### config.mk
export PLATFORM = sky130hd
export DESIGN_NAME = video_scanout
export DESIGN_NICKNAME = d
export VERILOG_FILES = /design/src/rtl/video_scanout.sv
export SDC_FILE = /design/constraint.sdc
export NUM_CORES = 1
export LEC_CHECK = 0
export CAP_MARGIN = 10
export CORE_MARGIN = 8
export CORE_UTILIZATION = 45
export DETAILED_ROUTE_END_ITERATION = 6
export PLACE_DENSITY_LB_ADDON = 0.1
export SLEW_MARGIN = 30
export SYNTH_ARGS = -nofsm -noshare
export SYNTH_HDL_FRONTEND = slang
export SYNTH_SLANG_ARGS = --single-unit
### constraint.sdc
create_clock -name hclk -period 5.5 [get_ports hclk]
set_input_delay 1.1 -clock hclk [delete_from_list [all_inputs] [get_ports hclk]]
set_output_delay 1.1 -clock hclk [all_outputs]
set_load 0.02 [all_outputs]
### src/rtl/video_scanout.sv
// Pixel scanout: FIFO-buffered framebuffer stream, raster timing and registered video pins,
// with underflow/misalignment detection. Define VSCAN_TESTBAR_EN to add the pattern_en colour-bar source.
module video_scanout #(
    parameter int   H_ACTIVE   = 800,
    parameter int   H_FP       = 40,
    parameter int   H_SYNC     = 128,
    parameter int   H_BP       = 88,
    parameter int   V_ACTIVE   = 600,
    parameter int   V_FP       = 1,
    parameter int   V_SYNC     = 4,
    parameter int   V_BP       = 23,
    parameter logic HSYNC_POL  = 1'b1,
    parameter logic VSYNC_POL  = 1'b1,
    parameter int   FIFO_DEPTH = 16
) (
    input  logic        hclk,
    input  logic        reset,
    input  logic        enable,
    input  logic [15:0] pix_data,
    input  logic        pix_sof,
    input  logic        pix_valid,
    output logic        pix_ready,
    input  logic        underflow_clr,
`ifdef VSCAN_TESTBAR_EN
    input  logic        pattern_en,
`endif
    output logic [4:0]  vout_r,
    output logic [4:0]  vout_g,
    output logic [5:0]  vout_b,
    output logic        vout_hsync,
    output logic        vout_vsync,
    output logic        vout_active,
    output logic        frame_start,
    output logic        underflow
);
    localparam int H_TOTAL = H_ACTIVE + H_FP + H_SYNC + H_BP;
    localparam int V_TOTAL = V_ACTIVE + V_FP + V_SYNC + V_BP;
    localparam int HW      = $clog2(H_TOTAL + 1);
    localparam int VW      = $clog2(V_TOTAL + 1);
    localparam int AW      = $clog2(FIFO_DEPTH);
    localparam logic [HW-1:0] H_LAST = HW'(H_TOTAL - 1);
    localparam logic [HW-1:0] H_ACT  = HW'(H_ACTIVE);
    localparam logic [HW-1:0] HS_BEG = HW'(H_ACTIVE + H_FP);
    localparam logic [HW-1:0] HS_END = HW'(H_ACTIVE + H_FP + H_SYNC);
    localparam logic [VW-1:0] V_LAST = VW'(V_TOTAL - 1);
    localparam logic [VW-1:0] V_ACT  = VW'(V_ACTIVE);
    localparam logic [VW-1:0] VS_BEG = VW'(V_ACTIVE + V_FP);
    localparam logic [VW-1:0] VS_END = VW'(V_ACTIVE + V_FP + V_SYNC);

    typedef enum logic [1:0] {IDLE, SYNC_WAIT, RUN} state_t;

    state_t        state_q, state_d;
    logic [HW-1:0] h_cnt_q, h_cnt_d;
    logic [VW-1:0] v_cnt_q, v_cnt_d;
    logic [AW:0]   wr_ptr_q, wr_ptr_d, rd_ptr_q, rd_ptr_d;
    logic [16:0]   mem_q [FIFO_DEPTH];
    logic          bad_frame_q, bad_frame_d;
    logic [15:0]   rgb_q, rgb_d;
    logic          hsync_q, hsync_d, vsync_q, vsync_d, active_q, active_d;
    logic          frame_start_q, frame_start_d, underflow_q, underflow_d;

    logic          fifo_empty, fifo_full, head_sof, push, pop, flush, show, uf_set;
    logic          pos_active, pos_first, pos_last, pat;
    logic [15:0]   head_data;

`ifdef VSCAN_TESTBAR_EN
    logic [2:0] bar_idx;
    assign pat     = pattern_en;
    assign bar_idx = 3'((32'(h_cnt_q) * 32'd8) / 32'(H_ACTIVE));
`else
    assign pat = 1'b0;
`endif

    assign fifo_empty = (wr_ptr_q == rd_ptr_q);
    assign fifo_full  = (wr_ptr_q[AW] != rd_ptr_q[AW]) && (wr_ptr_q[AW-1:0] == rd_ptr_q[AW-1:0]);
    assign head_sof   = mem_q[rd_ptr_q[AW-1:0]][16];
    assign head_data  = mem_q[rd_ptr_q[AW-1:0]][15:0];
    // In pattern mode the stream is accepted and thrown away so upstream never backs up.
    assign pix_ready  = (state_q != IDLE) && (pat || !fifo_full);

    assign pos_active = (h_cnt_q < H_ACT) && (v_cnt_q < V_ACT);
    assign pos_first  = (h_cnt_q == '0) && (v_cnt_q == '0);
    assign pos_last   = (h_cnt_q == H_LAST) && (v_cnt_q == V_LAST);

    always_comb begin
        state_d       = state_q;
        h_cnt_d       = h_cnt_q;
        v_cnt_d       = v_cnt_q;
        bad_frame_d   = bad_frame_q;
        pop           = 1'b0;
        show          = 1'b0;
        uf_set        = 1'b0;
        flush         = 1'b0;
        frame_start_d = 1'b0;

        if (h_cnt_q == H_LAST) begin
            h_cnt_d = '0;
            v_cnt_d = (v_cnt_q == V_LAST) ? '0 : v_cnt_q + 1'b1;
        end else begin
            h_cnt_d = h_cnt_q + 1'b1;
        end

        case (state_q)
            IDLE: begin
                h_cnt_d = '0;
                v_cnt_d = '0;
                flush   = 1'b1;
                state_d = SYNC_WAIT;
            end
            SYNC_WAIT: begin
                if (!fifo_empty) begin
                    if (!head_sof) begin
                        pop = 1'b1;
                    end else if (pos_first) begin
                        pop           = 1'b1;
                        show          = 1'b1;
                        frame_start_d = 1'b1;
                        state_d       = RUN;
                    end
                end
            end
            RUN: begin
                // Pop only sees words already in the FIFO; a same-clock push cannot rescue an empty one.
                if (pos_active) begin
                    if (fifo_empty || (head_sof && !pos_first)) begin
                        uf_set      = 1'b1;
                        bad_frame_d = 1'b1;
                    end else if (!head_sof && pos_first) begin
                        uf_set  = 1'b1;
                        state_d = SYNC_WAIT;
                    end else begin
                        pop           = 1'b1;
                        show          = 1'b1;
                        frame_start_d = pos_first;
                    end
                end
                if (pos_last && bad_frame_q) state_d = SYNC_WAIT;
            end
            default: state_d = IDLE;
        endcase

        if (pat && state_q != IDLE) begin
            state_d       = SYNC_WAIT;
            flush         = 1'b1;
            pop           = 1'b0;
            show          = 1'b0;
            uf_set        = 1'b0;
            frame_start_d = pos_first;
        end
        if (!enable) begin
            state_d       = IDLE;
            h_cnt_d       = '0;
            v_cnt_d       = '0;
            flush         = 1'b1;
            pop           = 1'b0;
            show          = 1'b0;
            uf_set        = 1'b0;
            frame_start_d = 1'b0;
        end
        if (state_d != RUN) bad_frame_d = 1'b0;

        push     = pix_valid && pix_ready && !flush;
        wr_ptr_d = wr_ptr_q;
        rd_ptr_d = rd_ptr_q;
        if (flush) begin
            wr_ptr_d = '0;
            rd_ptr_d = '0;
        end else begin
            if (push) wr_ptr_d = wr_ptr_q + 1'b1;
            if (pop)  rd_ptr_d = rd_ptr_q + 1'b1;
        end

        hsync_d  = (h_cnt_q >= HS_BEG && h_cnt_q < HS_END) ? HSYNC_POL : ~HSYNC_POL;
        vsync_d  = (v_cnt_q >= VS_BEG && v_cnt_q < VS_END) ? VSYNC_POL : ~VSYNC_POL;
        active_d = pos_active;
        rgb_d    = show ? head_data : 16'h0000;
`ifdef VSCAN_TESTBAR_EN
        if (pat && pos_active)
            rgb_d = {bar_idx[2] ? 5'h1F : 5'h00, bar_idx[1] ? 5'h1F : 5'h00, bar_idx[0] ? 6'h3F : 6'h00};
`endif
        underflow_d = uf_set ? 1'b1 : (underflow_clr ? 1'b0 : underflow_q);
        if (state_q == IDLE || !enable) begin
            hsync_d       = ~HSYNC_POL;
            vsync_d       = ~VSYNC_POL;
            active_d      = 1'b0;
            rgb_d         = 16'h0000;
            frame_start_d = 1'b0;
            underflow_d   = 1'b0;
        end
    end

    always_ff @(posedge hclk) begin
        if (push) mem_q[wr_ptr_q[AW-1:0]] <= {pix_sof, pix_data};
    end

    always_ff @(posedge hclk) begin
        if (reset) begin
            state_q       <= IDLE;
            h_cnt_q       <= '0;
            v_cnt_q       <= '0;
            wr_ptr_q      <= '0;
            rd_ptr_q      <= '0;
            bad_frame_q   <= 1'b0;
            rgb_q         <= '0;
            hsync_q       <= ~HSYNC_POL;
            vsync_q       <= ~VSYNC_POL;
            active_q      <= 1'b0;
            frame_start_q <= 1'b0;
            underflow_q   <= 1'b0;
        end else begin
            state_q       <= state_d;
            h_cnt_q       <= h_cnt_d;
            v_cnt_q       <= v_cnt_d;
            wr_ptr_q      <= wr_ptr_d;
            rd_ptr_q      <= rd_ptr_d;
            bad_frame_q   <= bad_frame_d;
            rgb_q         <= rgb_d;
            hsync_q       <= hsync_d;
            vsync_q       <= vsync_d;
            active_q      <= active_d;
            frame_start_q <= frame_start_d;
            underflow_q   <= underflow_d;
        end
    end

    assign vout_r      = rgb_q[15:11];
    assign vout_g      = rgb_q[10:6];
    assign vout_b      = rgb_q[5:0];
    assign vout_hsync  = hsync_q;
    assign vout_vsync  = vsync_q;
    assign vout_active = active_q;
    assign frame_start = frame_start_q;
    assign underflow   = underflow_q;
endmodule

# Word level (Yosys, flattened, before mapping)
# Memories as Yosys holds them, arrays and structs flattened. A register that Yosys moved wholly into a read port is not among the register bits.
# Cells that the tools add are included.
# word_totals
regBits	55
latch_bits	0
ramBits	272
mem_bits_ro	0
inputBits	22
out_inout_bits	22
mem_count	1
# memory_table
name	depth	word_bits	rd	rd_clocked_by_memory_dff	write_ports	line	source
mem_q	16	17	1	1	1	56	logic [16:0] mem_q [FIFO_DEPTH];
# op_classes
n_addsub	4
multipliers	0
n_div	0
magnitude_cmp	6
n_eq_ne	8
shift	0
muxes	41
n_bitwise	2
n_reduce_logical	32
# ops
cell	n
1-bit 2-to-1 mux	26
11-bit by 10-bit less-than comparator with 1-bit output (second input constant)	2
10-bit less-than comparator (second input constant)	2
2-bit 2-to-1 mux	8
1-bit logical AND	12
11-bit by 1-bit adder with 11-bit output (second input constant)	1
11-bit == test (second input constant)	1
11-bit by 10-bit >= comparator with 1-bit output (second input constant)	1
11-bit zero test	1
10-bit by 1-bit adder with 10-bit output (second input constant)	1
5-bit by 1-bit adder with 5-bit output (second input constant)	2
10-bit == test (second input constant)	1
10-bit >= comparator (second input constant)	1
10-bit zero test	1
10-bit 2-to-1 mux	1
3-bit OR reduction	3
4-bit 2-to-1 mux	2
1-bit one-hot mux with 2 select lines	3
2-bit one-hot mux with 3 select lines	1
2-bit OR reduction	3
5-bit == test	1
1-bit zero test	5
4-bit == test	1
2-bit nonzero test	2
9 further kinds	11

# Longest topological paths before layout
# logic_depth
word_depth	12
ltp_mapped	9
mapped_depth_nobuf	8

# Worst setup path after synthesis
# OpenSTA, ideal clock, no wires.
# synth_timing
kind	in2reg
from	in pix_valid
to	mem mem_q[3][0] (enable)
setup_ns	0.413
arrival_time_ns	3.229
slack_ns	1.859
stages	4
path_buffers	0
cell_sequence	nand2_1 -> a211oi_1 -> nand2_1 -> nor3_1
# synth_via
elab_chain_len	4
# synth_lines
element	line	source
from (decl)	21	input logic pix_valid,
1-bit logical AND (2 in a row)	162	push = pix_valid && pix_ready && !flush;
1-bit 2-to-1 mux	193	if (push) mem_q[wr_ptr_q[AW-1:0]] <= {pix_sof, pix_data};
1-bit 2-to-1 mux (implied by the code)	193	
to (decl)	56	
# No other way between the ends.

# Final worst setup path
# layout_timing
from	reg wr_ptr_q[3]
to	out pix_ready
# layout_via
elab_chain_len	4
# layout_lines
element	line	source
from (decl)	55	logic [AW:0] wr_ptr_q, wr_ptr_d, rd_ptr_q, rd_ptr_d;
from (signal assigned)	214	wr_ptr_q <= wr_ptr_d;
4-bit == test	75	assign fifo_full = (wr_ptr_q[AW] != rd_ptr_q[AW]) && (wr_ptr_q[AW-1:0] == rd_ptr_q[AW-1:0]);
1-bit logical AND	75	
1-bit zero test	79	assign pix_ready = (state_q != IDLE) && (pat || !fifo_full);
1-bit logical AND	79	
to (decl)	22	output logic pix_ready,
# No other way between the ends.

==> impl_results.md <==
- Outcome: finished clean
- Post-CTS Setup Bufs: 0
- Diode count: 0
- Die height: 186 µm
- Clock share of power: 46.8%
- Setup TNS: 0 ns
- Area Growth Syn to Fin: 16.7%
- Number of global-route vias before repair: 6,755
- Slew Viols, Final: 0
- Share of cells above drive strength 1: 23.7%
- Clock sink count: 331
- Final setup vio count: 0
- TritonCTS clock tree: done
- Antenna violations before repair: 1
- CP max stage delay: 0.61 ns
- Sequential-to-total area share from yosys stat: 72.2%
- Die W: 186 µm
- Post-Synthesis Cells: 689
- Avg Cell Area, Syn: 18.8 µm²
- Final min period: 3.66 ns
- Area contributors post-synth: edfxtp_1 (63%), mux4_2 (14%), dfxtp_1 (9.1%), ha_1 (1.4%), nor2_1 (1.4%)
- Lkg Pwr: 4.67 nW
- Post-CTS Hold Fix Bufs: 0
- Net Sw Power: 1.03 mW
- Slew @ Worst Pin: 0.918 ns
- Sequential power share: 51.9%
- GPL Wtd Cong: 0.844
- Nets: 790
- Post-DRT Antenna Nets: 0
- Slowest stage cell, crit path: dfxtp_1
- Ys flop type: edfxtp_1
- Setup slack at placement: 1.86 ns
- Unique cell type count in the Yosys netlist: 53
- Critical path endpoint category: output pin
- Syn nets: 726
- Placeable Area: 0.0285 mm²
- Synth Cell Area: 0.0130 mm²
- Number of synthesized flops with an enable pin: 272
- Yosys warnings: 0
- Via count: 6,483
- Clock buffer depth: 3
- Filler Cell Count: 2,314
- Row count: 62
- DP Area: 0.0139 mm²
- Worst Path Max Fanout: 10
- Hold Crit Class: register to register
- RSZ-0062 raised after global routing: no
- Drt total wl: 27.5 mm
- IO Count: 44
- Worst Skew: 0.0270 ns
- Crit-path cells: xor2_1 > nor4_1 > a21oi_1 > clkdlybuf4s50_1
- Die Area: 0.0345 mm²
- Critical path type: register to output pin
- Int Power: 4.19 mW
- H-tree depth: 2
- Register bit total from synthesis: 331
- Routed len/inst: 23.6 µm
- Initial DRC count: 453
- Final instance area: 0.0151 mm²
- Startpoint types: register
- Cell area power density: 346 mW/mm²
- Grt ovf: 0
- Net Sw Frac: 19.8%
- Clock slew at reported path FFs: 0.06 ns
- Worst-skew pair later-pin latency: 0.53 ns
- Max-Cap Viols: 0
- Num CTS Buffers: 36
- Post-route DRC: 0
- Post-synth ARST share: 0%
- Root Driver: clkbuf_16
- Met1 GRT Util: 19.6%
- Max IR drop VDD: 210 µV
- CTS resizes: 0
- Worst EP arrival: 2.56 ns
- CP required: 4.40 ns
- First-pass GRT wire length: 41.8 mm
- Drt first pass iters: 5
- Fmax: 0.274 GHz
- DPL Wire Length: 17.5 mm
- IO Port Bufs: 43
- Combinational share of power: 1.3%
- Max transition margin: 38.7%
- Final hold violation count: 0
- Grt peak-use layer: met2
- Largest net degree at the start of global routing: 37
- Final setup margin: 1.84 ns
- Hold Slack: 0.472 ns
- GRT Util Overall: 16.6%
- Area share of the largest cell type after synthesis: 63.0%
- Initial Util: 45.4%
- Grt met3 use: 3.05%
- Period utilisation layout: 66.5%
- Via/cell ratio: 5.56
- Top cell type by total area after synthesis: edfxtp_1
- Met2 Track Usage GR: 29.4%
[flip-flops by register name (all words and copies together), names as in the netlist, named ones only]
name,cells
bad_frame_q,1
frame_start,1
h_cnt_q,11
vout_vsync,1
rd_ptr_q,5
wr_ptr_q,5
vout_active,1
state_q,2
underflow,1
mem_q,272
vout_hsync,1
v_cnt_q,10
rgb_q,16
[area by class of cell]
class                           instances  area (µm²)  share of cell area (%)
Clock buffer                           42         923                    6.11
Inverter                               12        45.0                   0.298
Clock inverter                         24         299                    1.98
Timing Repair Buffer                   56         528                    3.49
Tap cell                              384         480                    3.18
Sequential cell                       331        9360                    61.9
Multi-Input combinational cell        316        3490                    23.1
[synthesized netlist by cell type, types with 4 or more instances]
cell type,number
edfxtp_1,272
mux4_2,82
dfxtp_1,59
nor2_1,50
nand2_1,23
clkbuf_1,19
xor2_1,18
ha_1,15
a21oi_1,12
inv_1,12
nand3_1,12
xnor2_1,12
nor2b_2,10
buf_2,7
nor3_1,6
nor4_1,6
and4_1,5
nor2b_1,5
mux2i_1,4
nand2b_1,4
nand3b_1,4
nand4_1,4
[routing by layer]
layer  up-vias  wire, µm
met1      3384     10500
met3        60      1300
met2       158     14500
met4         0      1220
li1       2881         -
met5         -         0
[cells in the final DEF (no fill, tap or decap), types with 13 or more instances in the layout]
master	synthesis	layout
dfxtp_1	59	56
buf_4	1	13
edfxtp_1	272	272
ha_1	15	15
mux4_2	82	82
clkdlybuf4s50_1	0	43
xor2_1	18	18
clkbuf_16	0	36
nor2_1	50	39
nand2_1	23	23
[stage by stage]
stage	power (mW)	util, %	cells
2_1_floorplan	2.78	-	689
3_3_place_gp	2.84	48.6	1099
3_5_place_dp	2.84	48.6	1099
4_1_cts	5.29	52.9	1165
5_1_grt	5.39	53.0	1165
6_report	5.23	53.0	1165
[worst max-delay path, delay by kind of cell, from the launching register on]
kind / cells / cell delay (ns)
AOI/OAI and AO/OA: 1 / 0.15
and+or+nand+nor: 1 / 0.58
xor gates and xnor gates: 1 / 0.13
buffers and inverters: 1 / 0.57
DFF: 1 / 0.61
[power by group through the flow]
stage | Sequential (mW) | Combinational, mW | Clock (mW)
finish | 2.71 | 0.0703 | 2.44
global route | 2.71 | 0.0766 | 2.60
CTS | 2.71 | 0.0718 | 2.51
detailed placement | 2.77 | 0.0717 | 0
global placement | 2.77 | 0.0698 | 0
floorplan | 2.77 | 0.0163 | 0
[kinds of logic (layout without fill, tap and decap cells)]
| kind of cell | Yosys count | after routing | share of synthesized area [%] |
|---|---|---|---|
| adders and majority gates | 15 | 15 | 1.45 |
| and+or+nand+nor | 147 | 147 | 6.01 |
| muxes | 89 | 89 | 15.1 |
| AOI/OAI and AO/OA | 35 | 35 | 1.81 |
| xor gates and xnor gates | 30 | 30 | 2.03 |
| buffers and inverters | 42 | 134 | 1.49 |
| DFF | 331 | 331 | 72.2 |
[worst paths after layout]
path | from | to | slack [ns] | cells after the start
setup / recovery | wr_ptr_q[3] | pix_ready | 1.84 | 4
hold / removal | underflow | underflow | 0.47 | 2
setup reg to reg | register | rgb_q[6] | 2.28 | 7
hold reg to reg | underflow | underflow | 0.47 | 2
No activity file was read; power rests on OpenSTA's default activity.
